[config.mk]
export PLATFORM = sky130hd
export DESIGN_NAME = spi_master
export DESIGN_NICKNAME = d
export VERILOG_FILES = /design/src/rtl/spi_pkg.sv /design/src/rtl/spi_sck_tick.sv /design/src/rtl/spi_master.sv
export SDC_FILE = /design/constraint.sdc
export NUM_CORES = 1
export LEC_CHECK = 0
export CELL_PAD_IN_SITES_DETAIL_PLACEMENT = 0
export CELL_PAD_IN_SITES_GLOBAL_PLACEMENT = 1
export CORE_MARGIN = 4
export CORE_UTILIZATION = 35
export CTS_BUF_LIST = sky130_fd_sc_hd__clkbuf_4 sky130_fd_sc_hd__clkbuf_8 sky130_fd_sc_hd__clkbuf_16
export DETAILED_ROUTE_END_ITERATION = 7
export PLACE_DENSITY = 0.76
export SETUP_SLACK_MARGIN = 0.1
export SYNTH_ARGS = -nofsm -noshare
export SYNTH_HDL_FRONTEND = slang
export SYNTH_SLANG_ARGS = --single-unit
[constraint.sdc]
create_clock -name clk -period 1.55 [get_ports clk]
set_input_delay 0.2325 -clock clk [delete_from_list [all_inputs] [get_ports clk]]
set_output_delay 0.2325 -clock clk [all_outputs]
set_load 0.02 [all_outputs]
[src/rtl/spi_pkg.sv]
// Shared types and helpers for the SPI master.
// State encoding, byte width and counter sizing.
package spi_pkg;

  localparam int SPI_BYTE_W = 8;

  typedef enum logic [2:0] {
    IDLE,
    SETUP,
    HIGH,
    LOW,
    TRAIL,
    GAP
  } spi_state_t;

  function automatic int spi_cnt_w(input int d);
    return (d < 2) ? 1 : $clog2(d);
  endfunction

endpackage

[src/rtl/spi_sck_tick.sv]
// SCK half-period divider: one-cycle tick every CLK_DIV cycles.
// Restarts from zero whenever the FSM changes state.
module spi_sck_tick
  import spi_pkg::*;
#(
  parameter int CLK_DIV = 4
) (
  input  logic clk,
  input  logic reset,
  input  logic i_clr,
  output logic o_tick,
  output logic o_pre,
  output logic o_zero
);

  localparam int CW = spi_cnt_w(CLK_DIV);

  logic [CW-1:0] r_cnt;

  assign o_tick = (r_cnt == CW'(CLK_DIV - 1));
  assign o_pre  = (r_cnt == CW'(CLK_DIV - 2));
  assign o_zero = (r_cnt == '0);

  // count cycles within the current state, wrap on tick
  always_ff @(posedge clk) begin
    if (reset || i_clr || o_tick) r_cnt <= '0;
    else                          r_cnt <= r_cnt + 1'b1;
  end

endmodule

[src/rtl/spi_master.sv]
// Mode-0 byte SPI master, MSB first, active-low cs.
// Optional back-to-back bursts: SPI_MASTER_BURST_EN.
module spi_master
  import spi_pkg::*;
#(
  parameter int CLK_DIV = 4,
  parameter int CS_GAP  = 4
) (
  input  logic                  clk,
  input  logic                  reset,
  input  logic                  start,
  input  logic [SPI_BYTE_W-1:0] tx_data,
  output logic                  busy,
  output logic                  done,
  output logic [SPI_BYTE_W-1:0] rx_data,
  output logic                  sck,
  output logic                  mosi,
  input  logic                  miso,
  output logic                  cs
);

  localparam int GW = spi_cnt_w(CS_GAP);

  spi_state_t            r_state, w_next;
  logic [2:0]            r_bit;
  logic [GW-1:0]         r_gap;
  logic [SPI_BYTE_W-1:0] r_shift, r_rx;
  logic r_cs, r_sck, r_busy, r_done, r_mosi;
  logic w_cs, w_sck, w_busy, w_done, w_mosi;
  logic w_tick, w_pre, w_zero, w_clr;
  logic w_load, w_burst, w_gap_end;

`ifdef SPI_MASTER_BURST_EN
  assign w_burst = start;
`else
  assign w_burst = 1'b0;
`endif

  assign w_gap_end = (r_gap == GW'(CS_GAP - 1));
  assign w_clr     = (w_next != r_state);

  spi_sck_tick #(.CLK_DIV(CLK_DIV)) u_tick (
    .clk    (clk),
    .reset  (reset),
    .i_clr  (w_clr),
    .o_tick (w_tick),
    .o_pre  (w_pre),
    .o_zero (w_zero)
  );

  // state register
  always_ff @(posedge clk) begin
    if (reset) r_state <= IDLE;
    else       r_state <= w_next;
  end

  // next-state logic, phases advance on divider ticks
  always_comb begin
    w_next = r_state;
    unique case (r_state)
      IDLE:  if (start)     w_next = SETUP;
      SETUP: if (w_tick)    w_next = HIGH;
      HIGH:  if (w_tick)    w_next = (r_bit == 3'd7) ? TRAIL : LOW;
      LOW:   if (w_tick)    w_next = HIGH;
      TRAIL: if (w_tick)    w_next = w_burst ? SETUP : GAP;
      GAP:   if (w_gap_end) w_next = IDLE;
      default:              w_next = IDLE;
    endcase
  end

  // next values of the registered outputs
  always_comb begin
    w_load = (w_next == SETUP) && (r_state != SETUP);
    w_cs   = !(w_next inside {SETUP, HIGH, LOW, TRAIL});
    w_sck  = (w_next == HIGH);
    w_busy = (w_next != IDLE);
    w_done = (r_state == TRAIL) && w_pre;
    w_mosi = r_mosi;
    if (w_load)
      w_mosi = tx_data[SPI_BYTE_W-1];
    else if (r_state == HIGH && w_next == LOW)
      w_mosi = r_shift[SPI_BYTE_W-1];
    else if (w_next == IDLE)
      w_mosi = 1'b0;
  end

  // output, shift and counter registers
  always_ff @(posedge clk) begin
    if (reset) begin
      r_cs    <= 1'b1;
      r_sck   <= 1'b0;
      r_busy  <= 1'b0;
      r_done  <= 1'b0;
      r_mosi  <= 1'b0;
      r_rx    <= '0;
      r_shift <= '0;
      r_bit   <= '0;
      r_gap   <= '0;
    end else begin
      r_cs   <= w_cs;
      r_sck  <= w_sck;
      r_busy <= w_busy;
      r_done <= w_done;
      r_mosi <= w_mosi;
      if (w_load)
        r_shift <= tx_data;
      else if (r_state == HIGH && w_zero)
        r_shift <= {r_shift[SPI_BYTE_W-2:0], miso};
      if (w_done)
        r_rx <= r_shift;
      if (r_state == HIGH && w_tick)
        r_bit <= (r_bit == 3'd7) ? 3'd0 : r_bit + 3'd1;
      if (r_state == GAP && !w_gap_end)
        r_gap <= r_gap + 1'b1;
      else
        r_gap <= '0;
    end
  end

  assign cs      = r_cs;
  assign sck     = r_sck;
  assign busy    = r_busy;
  assign done    = r_done;
  assign mosi    = r_mosi;
  assign rx_data = r_rx;

endmodule
==> metrics.txt <==
DR iter-0 viols=45; die width=70.8 um; Final Hold Violating Endpoints=0; post-route design area=2110 sq um; worst-case headroom to the max-slew limit=between 70% and 80%; row cnt=22; PwrDens=between 800 and 900 nW/um^2; initial antenna violation count=0; mapped cell area=roughly 1400 sq um; max-slew violations=0; Syn Inst Count=150; MaxCap Viol Count=0; Synth Net Count=169; dominant cell type by area after synthesis=dfxtp_1; status=finished, final reports clean; routability cong.=roughly 0.85; P_leak=0.884 nW; worst slew pin tran=~0.31 ns; clk sink count=31; Post-synth top flop=dfxtp_1; ANT cells=0; crit path max-delay cell type=or4_4; maximum fanout along the worst path=6; number of global-route vias before repair=1166; synth top area cells=dfxtp_1 45%, nand2_1 7.3%, ha_1 6.3%; placed inst area=1790 sq um; Crit path required time=1.74 ns; placed cells=232; drt via density=about 5.0; post-synthesis register bit count=31; Final ANT Viol Nets=0; Tmin final=1.52 ns; Final nets=217; IO Pins=25; clock slew at reported path FFs=roughly 0.06 ns; pre-CTS setup slack=-0.242 ns; crit path capture type=register; Post-Route WL=3.32 mm; Layout Cells excl Fill=247; Residual DRC=0; CTS root buf=clkbuf_8; CP cell instances=buf_12 -> nor4b_2 -> buf_4 -> or4_4 -> a211oi_2; setup violators final=0; PortBufs=24; CP startpoint kind=register; ys async rst share=0%; Hold Path Stages=1; Crit Path Class=register to register; Core ar.=3740 sq um; max incr delay on CP=0.52 ns; switching power=0.000425 W; CTS tree=yes; hold buffer count at cts=0; Power Total=0.00182 W; WP depth=5; yosys warns=0; CP Buf/Inv Count=2; Clock Path Buffers=2; commonest cells in the netlist=31 x dfxtp_1, 27 x nand2_1, 14 x a21oi_1; Initial Util=36.9%; total global-route track usage=13.1%; power share of the clock group=38.7%; Cell Int Power=0.00139 W; CTS H-tree depth=2; DR vias=1243; CTS Buf Count=5; first-pass GRT wire length=about 5.2 mm; worst setup margin=0.0290 ns; largest net degree at the start of global routing=15; Routed wire per std cell=13.5 um; Clk Latency, worst-skew pair=0.27 ns; hpwl dp=2.38 mm; fraction of layout cells with a size suffix above 1=32.7%; RSZ-0062 raised after global routing=yes; Sum Neg Setup Slack=0 ns; Tcrit/Tclk final=98.1%; Flop pwr share=47.6%; number of synthesized flops with an enable pin=0; sw frac=23.4%; Die H=70.8 um; die area=5020 sq um; GRT Residual Overflow=0; Comb pwr share=a little over an eighth; Netlist cell types=34; Max VDD drop=around 0.53 mV; crit path DAT=~1.7 ns; critical path's top delay family=simple AND/OR/NAND/NOR gates; Synth top area share=44.9%; Hold Path Class=register to register; worst r2r path cells=5; Syn Area/Cell=9.21 sq um; worst setup skew after layout=0.00210 ns; Max Fclk=0.657 GHz; post-synthesis sequential area ratio=44.9%; TritonRoute pass-1 iters=4; Area growth syn-to-layout=52.6%; most frequent cell after synthesis=dfxtp_1
layout by cell type, fill, tap and decap left out, types with 2 or more instances in the layout:
cell type and instances:
buf_6 3, a21oi_1 14, mux2i_2 2, ha_1 2, dfxtp_4 4, dfxtp_2 3, clkdlybuf4s50_1 11, nor2_1 12
mux2i_1 5, clkbuf_8 7, dlygate4sd2_1 7, nor4_1 2, a21o_1 2, a211oi_1 5, a211oi_2 3, nand2b_1 2
nand3_1 2, nand2_1 27, dfxtp_1 24, ha_4 4, dlymetal6s2s_1 6, a31oi_1 3, buf_4 21, inv_1 3
nand2b_4 2
repair_timing:
action | in CTS | in global routing
setup endpoints to repair | 29 | 29
gates cloned | 0 | 0
setup buffers | 1 | 6
resized for setup | 18 | 31
pin swaps | 3 | 11
per-stage QoR:
step,util (%),hold slack [ns]
2_1_floorplan,-,0.318
3_3_place_gp,47.9,0.411
3_5_place_dp,47.9,0.421
4_1_cts,51.6,0.430
5_1_grt,56.3,0.430
6_report,56.3,0.405
power groups by stage:
stage | Combinational (W) | Clock, W | Sequential (W)
floorplan | 0.000114 | 0 | 0.000876
global route | 0.000268 | 0.000746 | 0.000871
detailed placement | 0.000205 | 0 | 0.000878
finish | 0.000249 | 0.000704 | 0.000865
global placement | 0.000199 | 0 | 0.000875
CTS | 0.000214 | 0.000719 | 0.000862
final cells by class:
type                       instances  area [sq um]
clock buffer                       8           104
fill                             346          1640
tap                               48          60.1
timing repair buffer              49           458
sequential                        31           639
inverter                           4          15.0
multi-input combinational        107           832
cell families after synthesis:
family,after synthesis,synth area share [%]
simple gates,60,22.6
buf+inv,12,4.62
fa+ha+maj,7,6.34
flops,31,44.9
mux,7,5.07
compound gates,33,16.4
registers in the layout, summed over array words and instances (netlist names):
name and cells:
mosi 1, u_tick.r_cnt 2, r_state 3, rx_data 8
r_bit 3, r_shift 8, busy 1, done 1
cs 1, r_gap 2, sck 1
worst paths after layout:
path | startpoint | to | slack (ns)
max reg2reg | r_state[0] | u_tick.r_cnt[0] | 0.03
min | r_gap[0] | r_gap[0] | 0.41
max | r_state[0] | u_tick.r_cnt[0] | 0.03
min reg2reg | r_gap[0] | r_gap[0] | 0.41
metal layers:
| layer | wire, um | vias to the layer above | track usage [%] |
|---|---|---|---|
| li1 | - | 627 | - |
| met1 | 1490 | 580 | 16.2 |
| met2 | 1590 | 29 | 20.4 |
| met3 | 168 | 7 | 3.69 |
| met4 | 76 | 0 | 7.52 |
| met5 | 0 | - | 0 |
Note: power is estimated with default switching activity, not from simulation.
